$ cat src/rtl/periph_arb_pkg.sv
// Shared types and constants for the two-master peripheral bus arbiter.
// Imported by periph_arb and rr_pick2.
package periph_arb_pkg;

    typedef enum logic [1:0] {
        IDLE = 2'd0,
        BUSY = 2'd1,
        ACK  = 2'd2
    } state_t;

    localparam logic M_CPU = 1'b0;
    localparam logic M_DMA = 1'b1;

    localparam int TIMEOUT_CYC_DEF = 255;

    function automatic logic [1:0] onehot2(input logic idx);
        return (idx == M_DMA) ? 2'b10 : 2'b01;
    endfunction

endpackage

$ cat src/rtl/rr_pick2.sv
// Two-way round-robin selector with a lock override for read-modify-write sequences.
// Purely combinational; the caller registers the result.
module rr_pick2
    import periph_arb_pkg::*;
(
    input  logic [1:0] req,
    input  logic       last,
    input  logic       lock_hold,
    output logic       winner,
    output logic       valid
);

    always_comb begin
        // NOTE: every output gets a default first so no path leaves it unassigned (no latch).
        winner = M_CPU;
        valid  = |req;
        if (lock_hold && req[last]) begin
            winner = last;
        end else if (&req) begin
            winner = ~last;
        end else if (req[M_DMA]) begin
            winner = M_DMA;
        end
    end

endmodule

$ cat src/rtl/periph_arb.sv
// Two-master arbiter in front of the shared peripheral bus: round-robin with lock,
// one transaction in flight, registered bus side. Optional abort timer: PARB_TIMEOUT_EN.
module periph_arb
    import periph_arb_pkg::*;
#(
    parameter int AW          = 16,
    parameter int DW          = 16,
    parameter int TIMEOUT_CYC = TIMEOUT_CYC_DEF
) (
    input  logic          clk,
    input  logic          rst,

    input  logic          m0_req,
    input  logic          m0_we,
    input  logic          m0_lock,
    input  logic [AW-1:0] m0_addr,
    input  logic [DW-1:0] m0_wdata,
    output logic [DW-1:0] m0_rdata,
    output logic          m0_ack,
    output logic          m0_err,

    input  logic          m1_req,
    input  logic          m1_we,
    input  logic          m1_lock,
    input  logic [AW-1:0] m1_addr,
    input  logic [DW-1:0] m1_wdata,
    output logic [DW-1:0] m1_rdata,
    output logic          m1_ack,
    output logic          m1_err,

    output logic          bus_sel,
    output logic          bus_we,
    output logic          bus_re,
    output logic [AW-1:0] bus_addr,
    output logic [DW-1:0] bus_wdata,
    input  logic [DW-1:0] bus_rdata,
    input  logic          bus_rdy,

    output logic [1:0]    gnt
);

    if (TIMEOUT_CYC < 1 || TIMEOUT_CYC > 65535) begin : g_bad_timeout
        $error("periph_arb: TIMEOUT_CYC must be within 1..65535");
    end

    state_t        state;
    logic          last;
    logic          cur;
    logic          lock_hold;
    logic          pick_win;
    logic          pick_valid;
    logic          sel_we;
    logic [AW-1:0] sel_addr;
    logic [DW-1:0] sel_wdata;
    logic          tmo_hit;
    logic          done;

    rr_pick2 u_pick (
        .req       ({m1_req, m0_req}),
        .last      (last),
        .lock_hold (lock_hold),
        .winner    (pick_win),
        .valid     (pick_valid)
    );

    assign sel_we    = (pick_win == M_DMA) ? m1_we    : m0_we;
    assign sel_addr  = (pick_win == M_DMA) ? m1_addr  : m0_addr;
    assign sel_wdata = (pick_win == M_DMA) ? m1_wdata : m0_wdata;

    // A ready arriving in the same cycle as the timeout wins, so done never reports an error then.
    assign done = (state == BUSY) && (bus_rdy || tmo_hit);

    always_ff @(posedge clk or negedge rst) begin
        if (!rst) begin
            state     <= IDLE;
            last      <= M_DMA;
            cur       <= M_CPU;
            lock_hold <= 1'b0;
            bus_sel   <= 1'b0;
            bus_we    <= 1'b0;
            bus_re    <= 1'b0;
            bus_addr  <= '0;
            bus_wdata <= '0;
            m0_rdata  <= '0;
            m1_rdata  <= '0;
            m0_ack    <= 1'b0;
            m1_ack    <= 1'b0;
            gnt       <= 2'b00;
        end else begin
            // NOTE: state registers use non-blocking assignments so every read sees the pre-edge value.
            case (state)
                IDLE: begin
                    lock_hold <= 1'b0;
                    if (pick_valid) begin
                        cur       <= pick_win;
                        last      <= pick_win;
                        bus_sel   <= 1'b1;
                        bus_we    <= sel_we;
                        bus_re    <= ~sel_we;
                        bus_addr  <= sel_addr;
                        bus_wdata <= sel_wdata;
                        gnt       <= onehot2(pick_win);
                        state     <= BUSY;
                    end
                end
                BUSY: begin
                    if (done) begin
                        bus_sel   <= 1'b0;
                        bus_we    <= 1'b0;
                        bus_re    <= 1'b0;
                        bus_addr  <= '0;
                        bus_wdata <= '0;
                        if (cur == M_DMA) begin
                            m1_ack <= 1'b1;
                            if (tmo_hit)      m1_rdata <= '0;
                            else if (!bus_we) m1_rdata <= bus_rdata;
                        end else begin
                            m0_ack <= 1'b1;
                            if (tmo_hit)      m0_rdata <= '0;
                            else if (!bus_we) m0_rdata <= bus_rdata;
                        end
                        state <= ACK;
                    end
                end
                ACK: begin
                    m0_ack    <= 1'b0;
                    m1_ack    <= 1'b0;
                    gnt       <= 2'b00;
                    lock_hold <= (cur == M_DMA) ? m1_lock : m0_lock;
                    state     <= IDLE;
                end
                default: state <= IDLE;
            endcase
        end
    end

`ifdef PARB_TIMEOUT_EN
    localparam logic [15:0] TMO_LAST = 16'(TIMEOUT_CYC - 1);

    logic [15:0] tmo_cnt;

    // Counter sits at zero throughout IDLE, so it is clear on every BUSY entry.
    always_ff @(posedge clk or negedge rst) begin
        if (!rst) begin
            tmo_cnt <= '0;
        end else if (state != BUSY) begin
            tmo_cnt <= '0;
        end else if (!bus_rdy) begin
            tmo_cnt <= tmo_cnt + 16'd1;
        end
    end

    assign tmo_hit = (state == BUSY) && !bus_rdy && (tmo_cnt == TMO_LAST);

    always_ff @(posedge clk or negedge rst) begin
        if (!rst) begin
            m0_err <= 1'b0;
            m1_err <= 1'b0;
        end else if (tmo_hit) begin
            m0_err <= (cur == M_CPU);
            m1_err <= (cur == M_DMA);
        end else if (state == ACK) begin
            m0_err <= 1'b0;
            m1_err <= 1'b0;
        end
    end
`else
    assign tmo_hit = 1'b0;
    assign m0_err  = 1'b0;
    assign m1_err  = 1'b0;
`endif

endmodule
$ cat config.mk
export PLATFORM = sky130hd
export DESIGN_NAME = periph_arb
export DESIGN_NICKNAME = d
export VERILOG_FILES = /design/src/rtl/periph_arb_pkg.sv /design/src/rtl/rr_pick2.sv /design/src/rtl/periph_arb.sv
export SDC_FILE = /design/constraint.sdc
export NUM_CORES = 1
export LEC_CHECK = 0
export CORE_ASPECT_RATIO = 0.8
export CORE_UTILIZATION = 44
export CTS_CLUSTER_SIZE = 14
export DETAILED_ROUTE_END_ITERATION = 10
export PLACE_DENSITY = 0.85
export SLEW_MARGIN = 5
export SYNTH_ARGS = -nofsm -noshare
export SYNTH_HDL_FRONTEND = slang
export SYNTH_SLANG_ARGS = --single-unit
export TNS_END_PERCENT = 20
$ cat constraint.sdc
create_clock -name clk -period 2.53 [get_ports clk]
set_input_delay 0.6325 -clock clk [delete_from_list [all_inputs] [get_ports clk]]
set_output_delay 0.6325 -clock clk [all_outputs]
set_load 0.02 [all_outputs]
==> results.yml, run 1 <==
layout:
  fin_cells: 547
  layout.nets: 527
  filler_cell_count: 550
  drive_gt1_frac: 0.1538
  syn2layout_area_growth_pct: 57.32
  n_antenna_cell: 0
floorplanning:
  rows: 28
  die_w_um: 100.8
  fp.dieArea_mm2: 0.008168
  coreArea_mm2: 0.007462
  start_util: 0.4604
  die_h_um: 81.04
  io_pins: 162
clock_tree:
  cts_buffers: 9
  ctsHoldBuffers: 0
  cts_tree: "built"
  clk_latency_ns: 0.35
  clock_path_buffers: 2
  post-cts-setup-buffer-count: 0
  cts-htree-levels: 3
  cts.sinks: 76
  cts-root-buf: "clkbuf_8"
  cts_resized: 0
  clkTransAtPathRegs_ns: 0.08
status:
  status: "complete, no violations"
worst_setup_path:
  required_ns: 2.77
  cp.arrival_ns: 2.51
  cpLargestDelayFamily: "XOR/XNOR gates"
  critPathSlowestCell: "xnor2_2"
  crit_chain: "xnor2_2, buf_4, a211oi_1, a221o_1"
  critPathKind: "reg2reg"
  critPathBufInv: 1
  end_kind: "flop"
  crit_path_start_kind: "flop"
  max_stage_delay_ns: 0.98
  path_max_fanout: 26
global_routing:
  grt_antenna_before_repair: 0
  grt_pass1_wl_mm: 14.79
  grt_max_degree: 41
  overflow: 0
  grt_pass1_vias: 2923
  grt_use_total: 0.2397
route:
  first_iter_violations: 91
  drt_wl_total_mm: 9.356
  firstDrtPassIters: 4
  viasPerCell: 5.293
  wire_per_inst_um: 17.10
  antenna_left: 0
  dr_total_vias: 2895
  drc_errors: 0
power_and_ir_drop:
  ir_drop_v: 0.0006766
  p_leak_nw: 2.353
  power_switching_share: 0.3680
  comb_power_share: 0.495
  clockPowerShare: 0.164
  power_switching_mw: 2.312
  power.density_mw_per_mm2: 1163
  p_int_mw: 3.972
  seqPwrFrac: 0.342
timing:
  rsz0062_at_grt: "no"
  fin_crit_sh: 0.8962
  hold_viol_final: 0
  fin_ws_ns: 0.2627
  tightest_slew_ns: 1.263
  final_max_slew_viol_count: 0
  period_minus_slack_ns: 2.267
  max_freq_mhz: 441.0
  fin_setup_tns_ns: 0
  finalClockSkew_ns: 0.009395
  setup_viol: 0
  worst_slew_margin_rel: 0.1542
yosys:
  ys_seq_area_frac: 0.5539
  ys_ff_latch: 76
  syn_area_mm2: 0.003436
  syn_inst: 280
  avgSynthCellArea_um2: 12.27
  ys_warn_count: 0
  ys_types: 35
place:
  dp_slack_ns: 0.1784
  numPortBuffers: 159
  dpl.cell_count: 532
  dp_hpwl_mm: 6.871
  gp_congestion: 0.8010
hold_path:
  hp-class: "in2async"
run:
  max_cap_viol_count: 0
[synthesized netlist by cell type]
library cell  number  share of area
dfrtp_1           75           0.55
a211oi_1          36          0.079
inv_1             36          0.039
a221o_1           34          0.099
mux2_2            23          0.075
clkbuf_1          12          0.013
mux2_4            10          0.044
buf_2              9          0.013
nand2_1            6         0.0066
nor2_1             5         0.0055
o21ai_0            5         0.0073
a21oi_1            3         0.0044
a31oi_1            2         0.0036
buf_4              2         0.0044
nand2b_1           2         0.0036
a211o_1            1         0.0025
a21boi_0           1         0.0022
a21o_1             1         0.0022
a21oi_2            1         0.0025
a2bb2oi_1          1         0.0025
buf_1              1         0.0011
buf_12             1         0.0058
buf_6              1         0.0033
conb_1             1         0.0011
dfstp_2            1         0.0076
inv_2              1         0.0011
nor3_1             1         0.0015
nor3b_1            1         0.0022
nor4_4             1         0.0062
o22ai_1            1         0.0018
or3b_1             1         0.0025
or3b_2             1         0.0025
or4_1              1         0.0022
xnor2_1            1         0.0025
xor2_1             1         0.0025
[placed cells by master, fill, tap and decap left out, drive strengths merged, types with 2 or more instances in the layout]
cell type	n
a21oi	4
dfrtp	75
clkdlybuf4s50	158
nand2	6
bufinv	2
nor2	5
nand2b	2
mux2	33
inv	38
a211oi	36
a31oi	2
clkbuf	10
or3b	2
conb	2
o21ai	5
a221o	34
buf	14
[final timing paths]
kind	start	endpoint	slack, ns	cells after the start
max	lock_hold	bus_wdata[13]	0.26	4
min	rst	m0_rdata[1]	0.25	1
max reg2reg	lock_hold	bus_wdata[13]	0.26	4
min reg2reg	m0_rdata[0]	m0_rdata[0]	0.51	1
max in group asynchronous	rst	bus_wdata[4]	1.68	2
min in group clk	m0_rdata[0]	m0_rdata[0]	0.51	1
[kinds of logic (layout without fill, tap and decap cells)]
| logic type | after synthesis | count (layout) | synth area share |
|---|---|---|---|
| AOI/OAI and AO/OA | 86 | 86 | 0.2068 |
| muxes | 33 | 33 | 0.1191 |
| other | 1 | 2 | 0.001091 |
| buffers and inverters | 63 | 224 | 0.08120 |
| and+or+nand+nor | 19 | 19 | 0.03278 |
| xor gates and xnor gates | 2 | 2 | 0.005099 |
| DFF | 76 | 76 | 0.5539 |
[cell type report]
cell class                      count  area (µm²)  share of cell area
Sequential cell                    76        1903              0.3521
Clock buffer                       10       137.6             0.02546
Inverter                           37       138.9             0.02569
Clock inverter                      5       85.08             0.01574
Tap cell                          105       131.4             0.02431
Timing Repair Buffer              172        1737              0.3213
Multi-Input combinational cell    142        1272              0.2354
[per-layer routing]
layer | wire length, µm | track usage | vias up | share of wire
met1 | 3862 | 0.2872 | 1427 | 0.41
met2 | 4815 | 0.4247 | 110 | 0.51
met4 | 90 | 0.06522 | 0 | 0.0096
met5 | 0 | 0 | - | 0
met3 | 588 | 0.06971 | 8 | 0.063
li1 | - | - | 1350 | -
[metrics by stage]
| stage | hold slack (ns) | utilization | total power, mW | cell area (µm²) |
|---|---|---|---|---|
| after floorplan | 0.3369 | - | 3.730 | 3440 |
| after global routing | 0.2815 | 0.7243 | 6.593 | 5405 |
| after global placement | 0.4890 | 0.6945 | 5.191 | 5182 |
| final | 0.2494 | 0.7243 | 6.284 | 5405 |
| after CTS | 0.2658 | 0.7243 | 6.341 | 5405 |
| after detailed placement | 0.4889 | 0.6945 | 5.297 | 5182 |
[power groups by stage]
| stage | logic (mW) | clock network, mW | registers (mW) |
|---|---|---|---|
| after detailed placement | 3.13 | 0 | 2.17 |
| after global placement | 3.06 | 0 | 2.13 |
| after CTS | 3.14 | 1.05 | 2.15 |
| after floorplan | 0.998 | 0 | 2.73 |
| final | 3.11 | 1.03 | 2.15 |
| after global routing | 3.28 | 1.10 | 2.22 |
[sequential cells by signal, summed over array words and instances, names as in the netlist]
register and flops:
m1_rdata 16, m0_ack 1, cur 1, bus_addr 16, last 1, m1_ack 1
bus_sel 1, m0_rdata 16, lock_hold 1, state 2, bus_re 1, bus_wdata 16
bus_we 1, gnt 2
Note: power is estimated with default switching activity, not from simulation.
==> run 2, diff against run 1 <==
--- a/config.mk
+++ b/config.mk
@@ -10,6 +10,7 @@
 export CTS_CLUSTER_SIZE = 14
 export DETAILED_ROUTE_END_ITERATION = 10
 export PLACE_DENSITY = 0.85
+export RECOVER_POWER = 50
 export SLEW_MARGIN = 5
 export SYNTH_ARGS = -nofsm -noshare
 export SYNTH_HDL_FRONTEND = slang
==> results.yml, run 2 (synthesis results as in run 1) <==
layout:
  layout_commonest_cell: "clkdlybuf4s50_1"
  design_area_mm2: 0.005354
  filler_cell_count: 557
  n_antenna_cell: 0
  syn2layout_area_growth_pct: 55.83
  final_cell_mix: "clkdlybuf4s50_1, dfrtp_1, inv_1, a211oi_1, a221o_1"
  drive_gt1_frac: 0.1493
  layout.nets: 527
timing:
  worst_slew_margin_rel: 0.1602
  fin_crit_sh: 0.9049
  max_freq_mhz: 436.8
  tightest_slew_ns: 1.254
  period_minus_slack_ns: 2.290
  final_max_slew_viol_count: 0
  rsz0062_at_grt: "no"
  hold_viol_final: 0
  fin_setup_tns_ns: 0
  finalClockSkew_ns: 0.009525
  setup_viol: 0
route:
  firstDrtPassIters: 4
  viasPerCell: 5.298
  wire_per_inst_um: 17.14
  drt_wl_total_mm: 9.374
  drc_errors: 0
  antenna_left: 0
  first_iter_violations: 108
  dr_total_vias: 2898
clock_tree:
  cts_resized: 0
  cts-htree-levels: 3
  post-cts-setup-buffer-count: 0
  cts-root-buf: "clkbuf_8"
  cts.sinks: 76
  ctsHoldBuffers: 0
  clkTransAtPathRegs_ns: 0.08
  clk_latency_ns: 0.35
  clock_path_buffers: 2
  cts_buffers: 9
  cts_tree: "built"
floorplanning:
  die_h_um: 81.04
  rows: 28
  start_util: 0.4604
  die_w_um: 100.8
  io_pins: 162
  coreArea_mm2: 0.007462
  fp.dieArea_mm2: 0.008168
worst_setup_path:
  required_ns: 2.76
  path_max_fanout: 16
  cpLargestDelayFamily: "buffers and inverters"
  crit_chain: "dlygate4sd3_1, nand2_1, or4_1, clkbuf_2, mux2_4"
  cp.arrival_ns: 2.52
  critPathBufInv: 2
  critPathKind: "in2reg"
  crit_path_start_kind: "input pin"
  end_kind: "flop"
  reg2reg_depth: 4
  critPathSlowestCell: "dlygate4sd3_1"
  max_stage_delay_ns: 0.60
  cp_num_cells: 5
global_routing:
  grt_max_degree: 41
  grt_pass1_vias: 2923
  overflow: 0
  grt_antenna_before_repair: 0
  grt_pass1_wl_mm: 14.79
  grt_use_total: 0.2397
run:
  max_cap_viol_count: 0
place:
  numPortBuffers: 159
  dp_hpwl_mm: 6.871
  gp_congestion: 0.8010
  dpl_cell_area_mm2: 0.005182
power_and_ir_drop:
  p_leak_nw: 2.344
  power.density_mw_per_mm2: 1162
  ir_drop_v: 0.0006763
hold_path:
  hp-class: "in2async"
status:
  status: "complete, no violations"
-- run 2: changes by cell type in the layout (fill, tap and decap cells not counted) --
cell	change
dlygate4sd3_1	+12
buf_4	-2
nor4_1	+1
nor4_4	-1
clkbuf_1	+1
clkdlybuf4s50_1	-12
clkbuf_2	+3
buf_12	-2
-- run 2: cell type report --
type                            instances  area [µm²]  area share
Sequential cell                        76        1903      0.3555
Timing Repair Buffer                  172        1700      0.3176
Multi-Input combinational cell        142        1257      0.2349
Inverter                               37       138.9     0.02594
Clock buffer                           10       137.6     0.02571
Tap cell                              105       131.4     0.02454
Clock inverter                          5       85.08     0.01589
-- run 2: worst paths after layout --
kind	slack, ns	from	to
worst max-delay path	0.24	bus_rdy	m1_rdata[13]
worst min register to register	0.51	m1_rdata[0]	m1_rdata[0]
worst max register to register	0.27	lock_hold	bus_wdata[13]
worst min-delay path	0.43	rst	m0_rdata[1]
max in group asynchronous	0.64	rst	m0_rdata[12]
min in group clk	0.51	m1_rdata[0]	m1_rdata[0]
-- run 2: metal layers --
metal / GRT usage / vias to the layer above / share of wire
li1: - / 1350 / -
met3: 0.06971 / 5 / 0.063
met4: 0.06522 / 0 / 0.0095
met5: 0 / - / 0
met2: 0.4247 / 112 / 0.52
met1: 0.2872 / 1431 / 0.41
-- run 2: report_power, final --
| part | leakage (nW) | internal, mW | switching [mW] | total [mW] |
|---|---|---|---|---|
| registers | 0.938 | 1.76 | 0.372 | 2.14 |
| logic | 1.30 | 1.58 | 1.48 | 3.06 |
| clock network | 0.109 | 0.582 | 0.444 | 1.03 |
-- run 2: metrics by stage --
stage | hold slack [ns] | setup slack [ns] | std cells | utilization | total power, mW
6_report | 0.4306 | 0.2405 | 547 | 0.7175 | 6.222
2_1_floorplan | 0.3369 | 0.6532 | 281 | - | 3.730
3_3_place_gp | 0.4890 | 0.2239 | 532 | 0.6945 | 5.191
4_1_cts | 0.2658 | 0.2686 | 547 | 0.7243 | 6.341
5_1_grt | 0.5053 | 0.1593 | 547 | 0.7175 | 6.534
3_5_place_dp | 0.4889 | 0.1784 | 532 | 0.6945 | 5.297
-- run 2: worst register-to-register path: stages (launching register included) --
cell and delay, ns:
dfrtp_1 0.45, xnor2_2 0.97, buf_4 0.35, a211oi_1 0.10, a221o_1 0.28
